[src/rtl/muldiv_pkg.sv]
// Shared definitions for the RV32M multiply/divide unit: op encodings, FSM states and
// latency constants.
package muldiv_pkg;

  typedef enum logic [2:0] {
    OpMul    = 3'b000,
    OpMulh   = 3'b001,
    OpMulhsu = 3'b010,
    OpMulhu  = 3'b011,
    OpDiv    = 3'b100,
    OpDivu   = 3'b101,
    OpRem    = 3'b110,
    OpRemu   = 3'b111
  } op_e;

  typedef enum logic [1:0] {
    StIdle,
    StMul,
    StDiv,
    StDone
  } state_e;

  localparam int unsigned DIV_ITERS = 32;
  localparam int unsigned MUL_LAT   = 2;

endpackage

[src/rtl/muldiv_if.sv]
// Request/response bundle between the issue stage and the multiply/divide unit.
interface muldiv_if #(
  parameter int unsigned XLEN = 32
);
  logic            in_valid;
  logic            in_ready;
  logic [2:0]      op;
  logic [XLEN-1:0] rs1_data;
  logic [XLEN-1:0] rs2_data;
  logic [4:0]      rd_in;
  logic            flush;
  logic            out_valid;
  logic            out_ready;
  logic [XLEN-1:0] result;
  logic [4:0]      rd_out;
  logic            err;

  modport master (
    output in_valid, op, rs1_data, rs2_data, rd_in, flush, out_ready,
    input  in_ready, out_valid, result, rd_out, err
  );

  modport slave (
    input  in_valid, op, rs1_data, rs2_data, rd_in, flush, out_ready,
    output in_ready, out_valid, result, rd_out, err
  );
endinterface

[src/rtl/muldiv_div_iter.sv]
// Radix-2 restoring divider on operand magnitudes with a final sign fix-up.
// Pulses done_o one cycle after the last of DIV_ITERS iterations.
module muldiv_div_iter
  import muldiv_pkg::*;
(
  input  logic        clk,
  input  logic        rst,
  input  logic        start_i,
  input  logic        abort_i,
  input  logic [31:0] dividend_i,
  input  logic [31:0] divisor_i,
  input  logic        signed_i,
  input  logic        rem_i,
  output logic        done_o,
  output logic [31:0] result_o
);

  logic [31:0] rem_q, quo_q, dvs_q, res_q;
  logic [5:0]  cnt_q;
  logic        busy_q, done_q, neg_quo_q, neg_rem_q, rem_sel_q;

  logic [32:0] rem_shift;
  logic        fits;
  logic [31:0] rem_next, quo_next, abs_a, abs_b, fixed;

  always_comb begin
    abs_a     = (signed_i && dividend_i[31]) ? -dividend_i : dividend_i;
    abs_b     = (signed_i && divisor_i[31]) ? -divisor_i : divisor_i;
    rem_shift = {rem_q, quo_q[31]};
    fits      = rem_shift >= {1'b0, dvs_q};
    // When fits is set the difference is below 2^32, so 32-bit subtraction is exact.
    rem_next  = fits ? (rem_shift[31:0] - dvs_q) : rem_shift[31:0];
    quo_next  = {quo_q[30:0], fits};
    if (rem_sel_q) begin
      fixed = neg_rem_q ? -rem_q : rem_q;
    end else begin
      fixed = neg_quo_q ? -quo_q : quo_q;
    end
  end

  always_ff @(posedge clk or negedge rst) begin
    if (!rst) begin
      rem_q     <= '0;
      quo_q     <= '0;
      dvs_q     <= '0;
      res_q     <= '0;
      cnt_q     <= '0;
      busy_q    <= 1'b0;
      done_q    <= 1'b0;
      neg_quo_q <= 1'b0;
      neg_rem_q <= 1'b0;
      rem_sel_q <= 1'b0;
    end else begin
      done_q <= 1'b0;
      if (abort_i) begin
        busy_q <= 1'b0;
        cnt_q  <= '0;
      end else if (start_i) begin
        rem_q     <= '0;
        quo_q     <= abs_a;
        dvs_q     <= abs_b;
        cnt_q     <= 6'(DIV_ITERS);
        busy_q    <= 1'b1;
        neg_quo_q <= signed_i && (dividend_i[31] ^ divisor_i[31]);
        neg_rem_q <= signed_i && dividend_i[31];
        rem_sel_q <= rem_i;
      end else if (busy_q) begin
        if (cnt_q != '0) begin
          rem_q <= rem_next;
          quo_q <= quo_next;
          cnt_q <= cnt_q - 6'd1;
        end else begin
          res_q  <= fixed;
          done_q <= 1'b1;
          busy_q <= 1'b0;
        end
      end
    end
  end

  assign done_o   = done_q;
  assign result_o = res_q;

endmodule

[src/rtl/muldiv_unit.sv]
// RV32M multiply/divide unit. Division is built only with MULDIV_DIV_EN defined;
// otherwise ops 100-111 return result=0 with err=1 after MUL_LAT cycles.
module muldiv_unit
  import muldiv_pkg::*;
#(
  parameter int unsigned XLEN = 32
) (
  input logic     clk,
  input logic     rst,
  muldiv_if.slave mdu
);

  state_e          state_q, state_d;
  op_e             op_q;
  logic [XLEN-1:0] a_q, b_q, result_q;
  logic [4:0]      rd_q;
  logic [1:0]      cnt_q;
  logic [63:0]     product_q;
  logic            err_q;

  logic            accept, in_div, in_special, mul_last, a_sgn, b_sgn, mul_err, div_done;
  logic [63:0]     a_ext, b_ext, product;
  logic [XLEN-1:0] mul_res, div_res;

  assign accept   = mdu.in_valid && (state_q == StIdle) && !mdu.flush;
  assign in_div   = mdu.op[2];
  assign mul_last = (cnt_q == 2'(MUL_LAT - 1));

`ifdef MULDIV_DIV_EN
  // Divide-by-zero and signed overflow skip the iterations via the fixed-latency path.
  assign in_special = (mdu.rs2_data == '0) ||
                      (!mdu.op[0] && mdu.rs1_data == {1'b1, {(XLEN-1){1'b0}}} &&
                       mdu.rs2_data == '1);
`else
  assign in_special = 1'b1;
`endif

  assign a_sgn   = (op_q == OpMulh || op_q == OpMulhsu) && a_q[XLEN-1];
  assign b_sgn   = (op_q == OpMulh) && b_q[XLEN-1];
  assign a_ext   = {{(64-XLEN){a_sgn}}, a_q};
  assign b_ext   = {{(64-XLEN){b_sgn}}, b_q};
  assign product = a_ext * b_ext;

  always_comb begin
    mul_res = '0;
    mul_err = 1'b0;
    unique case (op_q)
      OpMul:                     mul_res = product_q[XLEN-1:0];
      OpMulh, OpMulhsu, OpMulhu: mul_res = product_q[2*XLEN-1:XLEN];
      default: begin
`ifdef MULDIV_DIV_EN
        if (b_q == '0) begin
          mul_res = op_q[1] ? a_q : '1;
        end else begin
          mul_res = op_q[1] ? '0 : {1'b1, {(XLEN-1){1'b0}}};
        end
`else
        mul_err = 1'b1;
`endif
      end
    endcase
  end

`ifdef MULDIV_DIV_EN
  logic div_start;
  assign div_start = accept && in_div && !in_special;

  muldiv_div_iter u_div (
    .clk        (clk),
    .rst        (rst),
    .start_i    (div_start),
    .abort_i    (mdu.flush),
    .dividend_i (mdu.rs1_data),
    .divisor_i  (mdu.rs2_data),
    .signed_i   (!mdu.op[0]),
    .rem_i      (mdu.op[1]),
    .done_o     (div_done),
    .result_o   (div_res)
  );
`else
  assign div_done = 1'b0;
  assign div_res  = '0;
`endif

  always_comb begin
    state_d = state_q;
    unique case (state_q)
      StIdle: if (accept) state_d = (in_div && !in_special) ? StDiv : StMul;
      StMul:  if (mul_last) state_d = StDone;
      StDiv:  if (div_done) state_d = StDone;
      StDone: if (mdu.out_ready) state_d = StIdle;
      default: state_d = StIdle;
    endcase
    if (mdu.flush) state_d = StIdle;
  end

  always_ff @(posedge clk or negedge rst) begin
    if (!rst) state_q <= StIdle;
    else      state_q <= state_d;
  end

  always_ff @(posedge clk or negedge rst) begin
    if (!rst) begin
      op_q      <= OpMul;
      a_q       <= '0;
      b_q       <= '0;
      rd_q      <= '0;
      cnt_q     <= '0;
      product_q <= '0;
      result_q  <= '0;
      err_q     <= 1'b0;
    end else if (accept) begin
      op_q  <= op_e'(mdu.op);
      a_q   <= mdu.rs1_data;
      b_q   <= mdu.rs2_data;
      rd_q  <= mdu.rd_in;
      cnt_q <= '0;
    end else if (!mdu.flush) begin
      if (state_q == StMul) begin
        product_q <= product;
        cnt_q     <= cnt_q + 2'd1;
        if (mul_last) begin
          result_q <= mul_res;
          err_q    <= mul_err;
        end
      end
      if (state_q == StDiv && div_done) begin
        result_q <= div_res;
        err_q    <= 1'b0;
      end
    end
  end

  assign mdu.in_ready  = (state_q == StIdle);
  assign mdu.out_valid = (state_q == StDone);
  assign mdu.result    = result_q;
  assign mdu.rd_out    = rd_q;
  assign mdu.err       = err_q;

endmodule

[src/flat_wrapper.sv]
// flat-port wrapper written by rule: the top's interface ports become plain ports
module muldiv_unit_flat import muldiv_pkg::*;
#(
  parameter int unsigned XLEN = 32
)
  (clk, rst, mdu_in_valid, mdu_op, mdu_rs1_data, mdu_rs2_data, mdu_rd_in, mdu_flush, mdu_out_ready, mdu_in_ready, mdu_out_valid, mdu_result, mdu_rd_out, mdu_err);
  muldiv_if #(.XLEN(XLEN)) mdu_i ();
  input logic clk;
  input logic rst;
  input wire logic [$bits(mdu_i.in_valid)-1:0] mdu_in_valid;
  input wire logic [$bits(mdu_i.op)-1:0] mdu_op;
  input wire logic [$bits(mdu_i.rs1_data)-1:0] mdu_rs1_data;
  input wire logic [$bits(mdu_i.rs2_data)-1:0] mdu_rs2_data;
  input wire logic [$bits(mdu_i.rd_in)-1:0] mdu_rd_in;
  input wire logic [$bits(mdu_i.flush)-1:0] mdu_flush;
  input wire logic [$bits(mdu_i.out_ready)-1:0] mdu_out_ready;
  output wire logic [$bits(mdu_i.in_ready)-1:0] mdu_in_ready;
  output wire logic [$bits(mdu_i.out_valid)-1:0] mdu_out_valid;
  output wire logic [$bits(mdu_i.result)-1:0] mdu_result;
  output wire logic [$bits(mdu_i.rd_out)-1:0] mdu_rd_out;
  output wire logic [$bits(mdu_i.err)-1:0] mdu_err;
  assign mdu_i.in_valid = mdu_in_valid;
  assign mdu_i.op = mdu_op;
  assign mdu_i.rs1_data = mdu_rs1_data;
  assign mdu_i.rs2_data = mdu_rs2_data;
  assign mdu_i.rd_in = mdu_rd_in;
  assign mdu_i.flush = mdu_flush;
  assign mdu_i.out_ready = mdu_out_ready;
  assign mdu_in_ready = mdu_i.in_ready;
  assign mdu_out_valid = mdu_i.out_valid;
  assign mdu_result = mdu_i.result;
  assign mdu_rd_out = mdu_i.rd_out;
  assign mdu_err = mdu_i.err;
  muldiv_unit #(.XLEN(XLEN)) u_core (.clk(clk), .rst(rst), .mdu(mdu_i));
endmodule
[config.mk]
export PLATFORM = sky130hd
export DESIGN_NAME = muldiv_unit_flat
export DESIGN_NICKNAME = d
export VERILOG_FILES = /design/src/rtl/muldiv_pkg.sv /design/src/rtl/muldiv_if.sv /design/src/rtl/muldiv_div_iter.sv /design/src/rtl/muldiv_unit.sv /design/src/flat_wrapper.sv
export SDC_FILE = /design/constraint.sdc
export NUM_CORES = 2
export LEC_CHECK = 0
export CAP_MARGIN = 20
export CORE_MARGIN = 10
export CORE_UTILIZATION = 40
export DETAILED_ROUTE_END_ITERATION = 8
export HOLD_SLACK_MARGIN = 0.06
export MAX_ROUTING_LAYER = met4
export SLEW_MARGIN = 10
export SYNTH_ARGS = -nofsm -noshare
export SYNTH_HDL_FRONTEND = slang
export SYNTH_SLANG_ARGS = --single-unit
[constraint.sdc]
create_clock -name clk -period 10.42 [get_ports clk]
set_clock_uncertainty 0.15 [all_clocks]
set_input_delay 2.605 -clock clk [delete_from_list [all_inputs] [get_ports clk]]
set_output_delay 2.605 -clock clk [all_outputs]
set_load 0.005 [all_outputs]
# --- Word-level counts from Yosys, hierarchy flattened ---
# Index checks and enable logic that the tools add are counted.
classes:
  n_mul: 1
  n_mux: 10
  eq_ne: 12
  bitwise: 2
  magnitude_cmp: 0
  shift: 0
  n_reduce_logical: 15
  addsub: 1
  div_mod_pow: 0
ops:
  columns: ["cell", "n"]
  rows:
  - ["$mul 33x33->64", 1]
  - ["$pmux 32 s2", 1]
  - ["$mux 2", 7]
  - ["$reduce_and 4->1", 2]
  - ["$eq 3x2->1 const B", 2]
  - ["$ne 3x2->1 const B", 2]
  - ["$pmux 2 s3", 1]
  - ["$eq 2x1->1 const B", 2]
  - ["$eq 2x2->1 const B", 2]
  - ["$logic_and 1x1->1", 4]
  - ["$reduce_or 4->1", 1]
  - ["$eq 3x1->1 const B", 1]
  - ["$logic_not 3->1", 1]
  - ["$ne 3x3->1 const B", 1]
  - ["$reduce_and 3->1", 1]
  - ["$reduce_or 3->1", 1]
  - ["$add 2x1->2 const B", 1]
  - ["$logic_not 2->1", 1]
  - ["$ne 2x1->1 const B", 1]
  - ["$ne 2x2->1 const B", 1]
  - ["$not 1->1", 2]
  - ["$reduce_and 2->1", 1]
  - ["$reduce_bool 2->1", 1]
  - ["$logic_not 1->1", 1]
  - ["2 further kinds", 2]
word_totals:
  rom_bits: 0
  ff_bits: 173
  ram_bits: 0
  latchBits: 0
  elab_cells: 50
  memories: 0
  output_inout_bits: 40
  inputBits: 77

# --- Longest topological paths before layout ---
depth:
  word_depth: 6
  depth_mapped: 30
  ltp_nobuf: 28

# --- Worst setup path after synthesis ---
# No wires, ideal clock.
synth_timing:
  kind: "flip-flop to flip-flop"
  from: "register u_core.op_q[2]"
  to: "register u_core.product_q[63]"
  path_buffers: 2
  t_required_ps: 10178
  setup_slack_ps: 1791
  synth_period_minus_slack_ps: 8629
  setup_ps: 92
  stages_incl_launch_ff: 26
  arrival_ps: 8387
  path_cell_list: "dfrtp_1 clkbuf_1 nor3b_1 clkbuf_1 nand2_1 fa_1 fa_1 inv_1 fa_1 inv_1 fa_1 inv_1 fa_1 fa_1 fa_1 fa_1 ha_1 and3_4 nand2_4 nor4_4 nand3_1 o31ai_4 o21ai_2 or3b_1 and3_1 o31ai_2"
synth_via:
  elab_chain_cells: 4
  word_cells_on_any_way: 6
  cone_classes: "mul: 1; eq/ne: 2; reduce/logical: 3"
synth_lines:
  columns: ["item", "line_no", "source"]
  rows:
  - ["from (decl)", "muldiv_unit.sv:14", "op_e op_q;"]
  - ["from (signal assigned)", "muldiv_unit.sv:104", "op_q <= OpMul;"]
  - ["from (signal assigned)", "muldiv_unit.sv:113", "op_q <= op_e'(mdu.op);"]
  - ["$eq 3x1->1 or $eq 3x2->1 (tied branches)", "muldiv_unit.sv:38, muldiv_unit.sv:39", null]
  - ["$logic_or 1x1->1", "muldiv_unit.sv:38", "assign a_sgn = (op_q == OpMulh || op_q == OpMulhsu) && a_q[XLEN-1];"]
  - ["$logic_and 1x1->1", "muldiv_unit.sv:38", null]
  - ["$mul 33x33->64 (*)", "muldiv_unit.sv:42", "assign product = a_ext * b_ext;"]
  - ["to (signal assigned)", "muldiv_unit.sv:120", "product_q <= product;"]
  - ["to (decl)", "muldiv_unit.sv:18", "logic [63:0] product_q;"]
# Mark *: on every way between the ends. The rest lies on a longest branch, timed or not.
# A chain may end at the register's enable or synchronous reset.

# --- Worst setup path in the final report ---
layout_timing:
  from: "register u_core.op_q[0]"
  to: "register u_core.product_q[63]"
# Same word-level chain as after synthesis.

==> out/summary.txt <==
outcome - finished with violations
failing checks - antenna rules
gr ovfl total - 0
Slew @ Worst Pin - 1080 ps
Max Root-Sink Buffers - 2
sequential share of the synthesized area - 9.63%
Slew headroom - 27.7%
slowest CP cell - fa_1
startpoint types - register
Via Count - 31337
fin crit period - 9520 ps
Tcrit/Tclk final - 91.4%
initial drt markers - 1669
Cells after Synth - 4803
fin nets - 6180
Resize count post-CTS - 0
Synth Net Count - 6218
Tot GR Track Use - 19.8%
HPWL after DPL - 98600 µm
die width - 355 µm
Max FO, Critical Path - 26
GRT Max-Usage Layer - met2
proportion of layout cells with a drive suffix above 1 - 5.27%
met3 Usage GRT - 2.08%
crit end category - register
R2R Path Start - u_core.op_q[0]$_DFFE_PN0P_
synthesis-to-layout area growth - 7.65%
starting density of the core - 40.4%
WL final - 116000 µm
largest net degree at the start of global routing - 123
Buf+Inv Stages, Crit Path - 2
worst slack, placed - 896 ps
reg2reg end - u_core.product_q[63]$_DFFE_PN0P_
# DRC - 0
library cells used by synthesis - 72
Netlist Area Pre-Place - 44900 µm²
f_max - 105 MHz
Clock Sinks - 173
Synth top cells by count - inv_1, fa_1, nand2_1
Max Slew Vio Count - 0
CTS root buf - clkbuf_16
Hold EP - u_core.mdu.result[10]$_DFFE_PN0P_
postcts setup bufs - 0
peak per-stage delay on the critical path - 930 ps
number of synthesized flops with an enable pin - 0
Mean Syn Cell Area - 9.36 µm²
Worst-path clk slew - 80 ps
Num CTS Buffers - 17
register bit total from synthesis - 173
Crit path required time - 10680 ps
RSZ-0062 raised after global routing - false
hold path depth - 2
top cells by area, synth - fa_1, inv_1, dfrtp_1, nand2_1, ha_1
routing usage on met1 - 25.4%
DRT Pass-1 Iters - 5
H-Tree Depth - 4
Routability Congestion - 0.865
asr flop ratio synth - 100%
hold crit path type - register to register
cell mode on critical path - fa_1
WP data arrival - 9780 ps
vias in the first global route - 34263
CTS tree - done
Via-to-Cell Ratio - 5.00
count leader, synth - inv_1
first-pass GRT wire length - 193000 µm
hold buffers post-CTS - 0
critical path class - register to register
Clock Latency Late Sink - 520 ps
crit path cell chain - xnor2_1, nor3b_2, buf_4, nand2_1, fa_1, fa_1, fa_1, fa_1, inv_1, fa_1, fa_1, fa_1, fa_1, ha_1, and3_4, nand2_4, nor4_4, nand3_1, o31ai_4, o21ai_2, or3b_1, and3_1, o31ai_2
Wirelength per Cell - 18.6 µm
GR Util met2 - 33.5%
# rows - 122
top-area cell type share of the netlist area - 50.1%
# setup viols final - 0
hold path start - u_core.mdu.result[10]$_DFFE_PN0P_
leading area contributor after synthesis - fa_1
CP top delay family - adder cells
Antenna Nets Post-Route - 1
final hold viol count - 0
io pins - 117
final setup TNS - 0 ps
R2R Setup Slk - 900 ps
synth warn - 0
initial antenna violation count - 1
full die area - 126000 µm²
R2R cell count - 23
max_cap viols - 0
fin worst setup slack - 900 ps
PortBufs - 116
top_reg_cell synth - dfrtp_1
Die H - 355 µm
Core Region - 111000 µm²
[layer usage]
layer | vias up | wire length [µm]
li1 | 13791 | -
met4 | 0 | 2850
met3 | 153 | 5290
met5 | - | 0
met1 | 16600 | 49400
met2 | 793 | 58800
[worst max path at each step]
stage	from	to	cells past startpoint
2_1_floorplan	u_core.op_q[2]$_DFFE_PN0P_	u_core.product_q[63]$_DFFE_PN0P_	25
4_1_cts	u_core.op_q[0]$_DFFE_PN0P_	u_core.product_q[63]$_DFFE_PN0P_	23
3_5_place_dp	u_core.op_q[0]$_DFFE_PN0P_	u_core.product_q[63]$_DFFE_PN0P_	23
6_report	u_core.op_q[0]$_DFFE_PN0P_	u_core.product_q[63]$_DFFE_PN0P_	23
5_1_grt	u_core.op_q[0]$_DFFE_PN0P_	u_core.product_q[63]$_DFFE_PN0P_	24
3_3_place_gp	u_core.op_q[0]$_DFFE_PN0P_	u_core.product_q[63]$_DFFE_PN0P_	24
[cells in the final DEF, fill, tap and decap left out, types with 4 or more instances in the layout]
| cell | n |
|---|---|
| inv_1 | 1167 |
| fa_1 | 1125 |
| nand2_1 | 905 |
| and2_1 | 308 |
| ha_1 | 213 |
| dfrtp_1 | 171 |
| clkdlybuf4s50_1 | 115 |
| buf_4 | 102 |
| mux2_2 | 73 |
| nor2_1 | 69 |
| o21ai_0 | 69 |
| a21oi_1 | 63 |
| xnor2_1 | 46 |
| o31ai_1 | 41 |
| a21o_1 | 38 |
| mux2i_1 | 32 |
| xor2_1 | 29 |
| clkbuf_16 | 17 |
| nand4_1 | 16 |
| nand3_1 | 14 |
| o21ai_1 | 12 |
| or2_2 | 9 |
| o211ai_1 | 9 |
| a31oi_1 | 8 |
| nor3_1 | 8 |
| o21bai_1 | 8 |
| nor2b_1 | 7 |
| and3_1 | 6 |
| o21a_1 | 6 |
| diode_2 | 5 |
| inv_8 | 5 |
| a221oi_1 | 4 |
| a211oi_1 | 4 |
| nand2b_1 | 4 |
| a21oi_2 | 4 |
| nand3b_1 | 4 |
[worst min-delay path: stages (launching register included)]
cell	delay (ps)
dfrtp_1	340
nand2_1	50
o31ai_1	50
[metrics by stage]
stage / area, µm² / std cells / hold slack (ps) / utilization, %
after floorplan: 44900 / 4803 / 288 / -
after global placement: 47700 / 6232 / 305 / 42.9
after detailed placement: 47700 / 6233 / 309 / 42.9
after CTS: 48300 / 6265 / 331 / 43.5
after global routing: 48400 / 6266 / 344 / 43.5
final: 48400 / 6271 / 327 / 43.5
[flip-flops by register name, summed over array words and instances, names as in the netlist]
register           cells
u_core.mdu.err         1
u_core.cnt_q           2
u_core.state_q         2
u_core.b_q            32
u_core.a_q            32
u_core.op_q            3
u_core.product_q      64
u_core.mdu.rd_out      5
u_core.mdu.result     32
[layout make-up]
cell class	count	area, µm²
clock buffers	17	425
multi-input cells	3186	35200
fillers	10966	62800
inverters	1167	4380
flip-flops and latches	173	4330
repair buffers	220	1980
well taps	1488	1860
clock inverters	15	193
diodes	5	12.5
[kinds of logic (layout without fill, tap and decap cells)]
group	after synthesis	count (layout)	synth area share (%)
AOI/OAI and AO/OA	293	293	4.29
xor gates and xnor gates	75	75	1.46
adders and majority gates	1338	1338	56.1
buffers and inverters	1444	1419	12.1
DFF	173	173	9.63
muxes	105	105	2.54
other	0	5	0
and+or+nand+nor	1375	1375	13.9
Power is left out: the tool's default activity adds up to more than one toggle a clock period on the data nets, which glitch-free logic cannot reach.
